`src/rtl/apb_slave_regbank.sv`:
```
// APB3 responder: bank of DEPTH 32-bit read/write registers with programmable wait states.
// Out-of-range and misaligned accesses complete with Pslverr and leave the bank untouched.
module apb_slave_regbank #(
  parameter int unsigned DEPTH     = 16,
  parameter logic [31:0] BASE_ADDR = 32'h0,
  parameter int unsigned WAIT_W    = 4
) (
  input  logic              Pclk,
  input  logic              Preset,
  input  logic              Psel,
  input  logic              Penable,
  input  logic              Pwrite,
  input  logic [31:0]       Paddr,
  input  logic [31:0]       Pwdata,
  input  logic [WAIT_W-1:0] wait_cfg,
  output logic [31:0]       Prdata,
  output logic              Pready,
  output logic              Pslverr
);

  localparam int unsigned IDX_W = $clog2(DEPTH);
  localparam logic [31:0] SPAN  = 32'(DEPTH * 4);

  typedef enum logic {IDLE, ACCESS} state_t;

  state_t            state;
  logic [WAIT_W-1:0] cnt;
  logic              wr_q;
  logic              err_q;
  logic [IDX_W-1:0]  idx_q;
  logic [31:0]       rdata_q;
  logic [31:0]       regs [DEPTH];

  logic [31:0]       off;
  logic              dec_err;
  logic [IDX_W-1:0]  dec_idx;
  logic              setup;

  always_comb begin
    off     = Paddr - BASE_ADDR;
    dec_err = (Paddr < BASE_ADDR) || (off >= SPAN) || (Paddr[1:0] != 2'b00);
    dec_idx = off[IDX_W+1:2];
  end

  assign setup   = Psel & ~Penable;
  assign Pready  = (state == ACCESS) && (cnt == '0) && Psel && Penable;
  assign Pslverr = Pready & err_q;
  assign Prdata  = (Pready && !wr_q) ? rdata_q : 32'h0;

  // Read data is captured at SETUP; a write lands at the completion edge, which
  // always precedes the next SETUP edge, so back-to-back RAW needs no bypass.
  always_ff @(posedge Pclk) begin
    if (Preset) begin
      state   <= IDLE;
      cnt     <= '0;
      wr_q    <= 1'b0;
      err_q   <= 1'b0;
      idx_q   <= '0;
      rdata_q <= 32'h0;
      for (int i = 0; i < DEPTH; i++) regs[i] <= 32'h0;
    end else if (setup) begin
      // A SETUP seen mid-access restarts the transfer with fresh captures.
      state   <= ACCESS;
      cnt     <= wait_cfg;
      wr_q    <= Pwrite;
      err_q   <= dec_err;
      idx_q   <= dec_idx;
      rdata_q <= dec_err ? 32'h0 : regs[dec_idx];
    end else if (state == ACCESS) begin
      if (!Psel) begin
        state <= IDLE;
      end else if (cnt != '0) begin
        cnt <= cnt - WAIT_W'(1);
      end else begin
        if (wr_q && !err_q) regs[idx_q] <= Pwdata;
        state <= IDLE;
      end
    end
  end

endmodule
```
`config.mk`:
```
export PLATFORM = sky130hd
export DESIGN_NAME = apb_slave_regbank
export DESIGN_NICKNAME = d
export VERILOG_FILES = /design/src/rtl/apb_slave_regbank.sv
export SDC_FILE = /design/constraint.sdc
export NUM_CORES = 1
export LEC_CHECK = 0
export ABC_AREA = 1
export CORE_MARGIN = 3
export CORE_UTILIZATION = 35
export CTS_BUF_LIST = sky130_fd_sc_hd__clkbuf_8
export DETAILED_ROUTE_END_ITERATION = 10
export SLEW_MARGIN = 20
export SYNTH_ARGS = -nofsm -noshare
export SYNTH_HDL_FRONTEND = slang
export SYNTH_SLANG_ARGS = --single-unit
```
`constraint.sdc`:
```
create_clock -name Pclk -period 3.9 [get_ports Pclk]
set_clock_uncertainty 0.15 [all_clocks]
set_input_delay 0.975 -clock Pclk [delete_from_list [all_inputs] [get_ports Pclk]]
set_output_delay 0.975 -clock Pclk [all_outputs]
set_load 0.02 [all_outputs]
```
Word level (Yosys, flattened, before mapping)

Memories as Yosys holds them, arrays and structs flattened.
Cells that the tools add are included.

Add/sub/neg operators: 1
Multipliers: 0
Divide/modulo/power cells: 0
Order comparisons: 2
Eq/ne operators: 0
Shift-type cells: 0
Muxes and demuxes: 22
Bitwise gates (word level): 3
Reductions and logical operators: 17

Operators by type and width:

| operator            | number |
|---|---|
| $mux 32             | 3 |
| $ge 32x7->1 const B | 1 |
| $lt 32x1->1 const B | 1 |
| $reduce_or 32->1    | 1 |
| $mux 4              | 5 |
| $mux 1              | 14 |
| $reduce_bool 2->1   | 4 |
| $logic_and 1x1->1   | 5 |
| $logic_not 4->1     | 1 |
| $reduce_bool 4->1   | 1 |
| $sub 4x1->4 const B | 1 |
| $reduce_and 3->1    | 1 |
| $and 1x1->1         | 2 |
| $logic_not 1->1     | 2 |
| $logic_or 1x1->1    | 2 |
| $not 1->1           | 1 |

Flip-flop bits (word level): 43
Bits in latches: 0
Memory bits (writable): 512
Memory bits (read-only): 0
Output and inout port bits: 34
Word-level logic and storage cells: 52
Memories kept: 1

Memories:

| name | depth | bits a word | rd ports | clocked after memory_dff | write ports | RTL line | source |
|---|---|---|---|---|---|---|---|
| regs | 16    | 32          | 1        | 0                        | 16          | 32       | `logic [31:0] regs [DEPTH];` |

Depth between registers and ports, before layout

Word-level depth: 11
Mapped depth: 11
Mapped depth without buffers: 10

Worst setup path before layout

OpenSTA, ideal clock, no wires.

Kind: input-to-output
From: input port Psel
To: output port Prdata[10]
Arrival: 2125 ps
Data required time: 2775 ps
Setup slack: 650 ps
Cell stages on the path: 5
Buffers on the path: 1
Cells stage by stage: nand3_1 > nor2_1 > nand2_1 > clkbuf_1 > nor2_1

Word-level cells in the longest chain between the ends: 4

Ends and longest elaborated chain:

| what                            | RTL line | source |
|---|---|---|
| start: declaration              | 10       | `input logic Psel,` |
| $logic_and 1x1->1 (2 in series) | 46       | `assign Pready = (state == ACCESS) && (cnt == '0) && Psel && Penable;` |
| named net Pready                | 17       | `output logic Pready,` |
| $logic_and 1x1->1               | 48       | `assign Prdata = (Pready && !wr_q) ? rdata_q : 32'h0;` |
| $mux 32                         | 48       |  |
| end: declaration                | 16       | `output logic [31:0] Prdata,` |

The timed path passes the listed nets, and every way through them passes these cells.

Worst setup path in the final report

From: register cnt[1]
To: output port Pslverr

Word-level cells in the longest chain between the ends: 5

Ends and longest elaborated chain:

| what                            | RTL line | source |
|---|---|---|
| start: declaration              | 27       | `logic [WAIT_W-1:0] cnt;` |
| start signal: assignment        | 64       | `cnt <= wait_cfg;` |
| start signal: assignment        | 73       | `cnt <= cnt - WAIT_W'(1);` |
| $logic_not 4->1                 | 46       |  |
| $logic_and 1x1->1 (3 in series) | 46       |  |
| $and 1x1->1                     | 47       | `assign Pslverr = Pready & err_q;` |
| end: declaration                | 18       | `output logic Pslverr` |

No other way between the ends.

==> results.md <==
- Hpwl dp: around 42 mm
- Clk network pwr share: roughly 40%
- Grt total ovfl: 0
- Setup TNS: 0 ps
- Initial antenna violation count: 1
- Synth top area cells: edfxtp_1 (62%), nand3_1 (9.9%), nand2_1 (9.0%)
- Slowest-stage cell, CP: clkdlybuf4s50_1
- Pleak: 0.01124 uW
- Mux cell area share after synthesis: 0%
- PortBufs: ~110
- Clk_lat worst skew: slightly below 700 ps
- Layout cell share with drive strength beyond 1: under 10%
- Initial DRC count: roughly 1800
- TritonCTS Buffers: 93
- IO Pins: 107
- Hold Crit Class: register to register
- Area grow syn2layout: 17.04%
- Largest net degree at the start of global routing: between 100 and 150
- Top FF cell, synth: edfxtp_1
- Crit end category: primary output
- Placed cell count: 3473
- MaxCap Viol Count: 0
- Post-synth EDFFs: 512
- All-layer global routing usage: 20.12%
- Final Core Density: between 40% and 50%
- Vias in the first global route: about 19000
- Total Wirelength: ~74 mm
- Synth Area in Compound Gates: around 1.1%
- Seq/Total Area, Yosys: around two thirds
- CTS sink cnt: roughly 560
- Initial Util: 35.58%
- RSZ-0062 raised after global routing: no
- Worst Hold Path Cells: 2
- Yosys top cell area share: a little over three fifths
- Worst-path maximum fanout: 5
- Sw Share: 24.31%
- Synthesized cell area: 0.02462 mm^2
- Synth area leader: edfxtp_1
- Largest family of logic cells by synthesized area: simple AND/OR/NAND/NOR gates
- CTS tree: yes
- XOR/XNOR share of the synthesized area: 0%
- Synth Area in Simple Gates: about 28%
- #FFs+latches synth: around 560
- Final setup fails: 0
- Placeable Area: slightly below 0.07 mm^2
- Global-route wire length before repair: around 110 mm
- Nets: 2712
- Fillers: around 6800
- Library cells used by synthesis: 22
- Combinational power share: between 7 and 8%
- Ys Warns: 0
- Slew margin rel.: 44.35%
- Post-detailed-route count of antenna-violating nets: 0
- Syn Nets: 2636
- PD cells: between 400 and 500 mW/mm^2
- Crit Path Category: register to primary output
- Clk slew on worst S/H paths: ~60 ps
- CP peak stage delay: roughly 630 ps
- Ys async rst share: 0%
- Area share of fa/ha/maj cells after synthesis: less than 1%
- Average cell area after synthesis: just under 10 um^2
- Worst IR drop on VDD: 226.6 uV
- Die area: 0.07355 mm^2
- Non-Filler Instances: approximately 3600
- Residual DRC count: 0
- Crit path cell chain: inv_1 -> ha_1 -> nand2_1 -> nor2_1 -> nand3_1 -> buf_4 -> nor3_1 -> clkdlybuf4s50_1
- Worst EP required: 2770 ps
- WP data arrival: approximately 2500 ps
- Hold slack: between 300 and 400 ps
- Period minus WS final: 3626 ps
- Crit path buf inv count: 3
- Mapped Cells: about 2600
- Fmax: approximately 0.28 GHz
- Levels on crit path: 8
- Routability cong.: a little under 0.8
- DR vias: roughly 19000
- Startpoint types: register
- Status: finished clean
- Final Cell Area: 0.02881 mm^2
- WL per Instance: about 20 um
- Int Power: 9759 uW
- H-tree lvl count: 3
- Die Span Y: around 270 um
- Sequential share of power: ~52%
- Switching power: roughly 3100 uW
- Worst path top cell family by delay: buffers and inverters
- Root Driver: clkbuf_8
- Final Hold Vio Count: 0
- DIE WIDTH: 271.2 um
- Slew Viols, Final: 0
- Row cnt: 96
- Tcrit/Tclk final: between 90% and 100%
- Worst-case clock buffer depth: 3
- Routed vias/inst: between 5 and 6
- Post-DP Area: ~0.027 mm^2
- Worst Tran Pin Value: 834.7 ps
- First-pass DRT Iterations: 7
- Worst r2r path cells: 12
- Post-CTS Setup Repair Bufs: 0
## power groups by stage
stage / Sequential [uW] / Combinational, uW / Clock, uW
floorplan: 6840 / 547 / 0
global placement: 6840 / 959 / 0
detailed placement: 6840 / 971 / 0
CTS: 6720 / 974 / 5310
global route: 6740 / 1060 / 5580
finish: 6720 / 972 / 5200
## sequential cells by signal, summed over array words and instances, names as in the netlist
signal and cells:
regs 512, rdata_q 32, cnt 4, idx_q 4
err_q 1, state 1, wr_q 1
## per-layer routing
| metal | up-vias | GRT usage [%] | wire length, um |
|---|---|---|---|
| met5 | - | 0 | 0 |
| met4 | 0 | 9.277 | 3057 |
| met3 | 180 | 3.491 | 6141 |
| met2 | 873 | 33.90 | 35800 |
| met1 | 9208 | 25.31 | 29370 |
| li1 | 8717 | - | - |
## layout by cell type, fill, tap and decap left out, types with 32 or more instances in the layout
master / synthesis / routed
a21oi_1: 40 / 40
buf_4: 0 / 50
clkbuf_8: 0 / 102
clkdlybuf4s50_1: 0 / 69
dfxtp_1: 43 / 43
dlygate4sd2_1: 0 / 32
edfxtp_1: 512 / 512
inv_1: 80 / 112
nand2_1: 593 / 567
nand2_2: 9 / 35
nand3_1: 485 / 485
nor2_1: 569 / 568
## layout make-up
cell class,count,area [um^2],share of cell area [%]
Inverter,85,326.6,1.133
Clock buffer,101,1390,4.825
Antenna cell,1,2.502,0.008685
Sequential cell,555,16240,56.35
Multi-Input combinational cell,1719,7274,25.25
Tap cell,931,1165,4.043
Timing Repair Buffer,183,1936,6.718
Clock inverter,72,483.0,1.676
## worst paths after layout
path	end	from	slack, ps
worst max-delay path	Pslverr	cnt[1]	270
worst min-delay path	rdata_q[10]	rdata_q[10]	320
worst max register to register	regs[15][10]	cnt[1]	1190
worst min register to register	rdata_q[10]	rdata_q[10]	320
## cells by family after synthesis
family	Yosys count
AND/OR/NAND/NOR	1665
flip-flops	555
buffers and inverters	287
AO/OA/AOI/OAI	52
adder cells (fa/ha/maj)	2
## worst min-delay path, cell delays in order, from the launching register on
cell and delay (ps):
dfxtp_1 310, nand2_1 60, a21oi_1 50
## synthesized netlist by cell type (5+ instances only)
| cell | number |
|---|---|
| o21ai_0 | 9 |
| buf_2 | 82 |
| clkbuf_1 | 104 |
| a21oi_1 | 40 |
| buf_1 | 16 |
| nand2_2 | 9 |
| inv_2 | 5 |
| nand2_1 | 593 |
| nor2_1 | 569 |
| nand3_1 | 485 |
| edfxtp_1 | 512 |
| dfxtp_1 | 43 |
| inv_1 | 80 |
## stage by stage
| stage | power (uW) | worst slack, ps |
|---|---|---|
| 6_report | 12890 | 274.1 |
| 5_1_grt | 13370 | 42.46 |
| 4_1_cts | 13000 | 202.5 |
| 3_5_place_dp | 7815 | -17.29 |
| 3_3_place_gp | 7795 | -25.85 |
| 2_1_floorplan | 7382 | 649.7 |
## what timing repair did
item	4_1_cts	5_1_grt
hold endpoints to repair	0	0
gates resized for setup	32	1
setup endpoints to repair	32	5
hold buffers	0	0
Power figures use the tool's default switching activity.
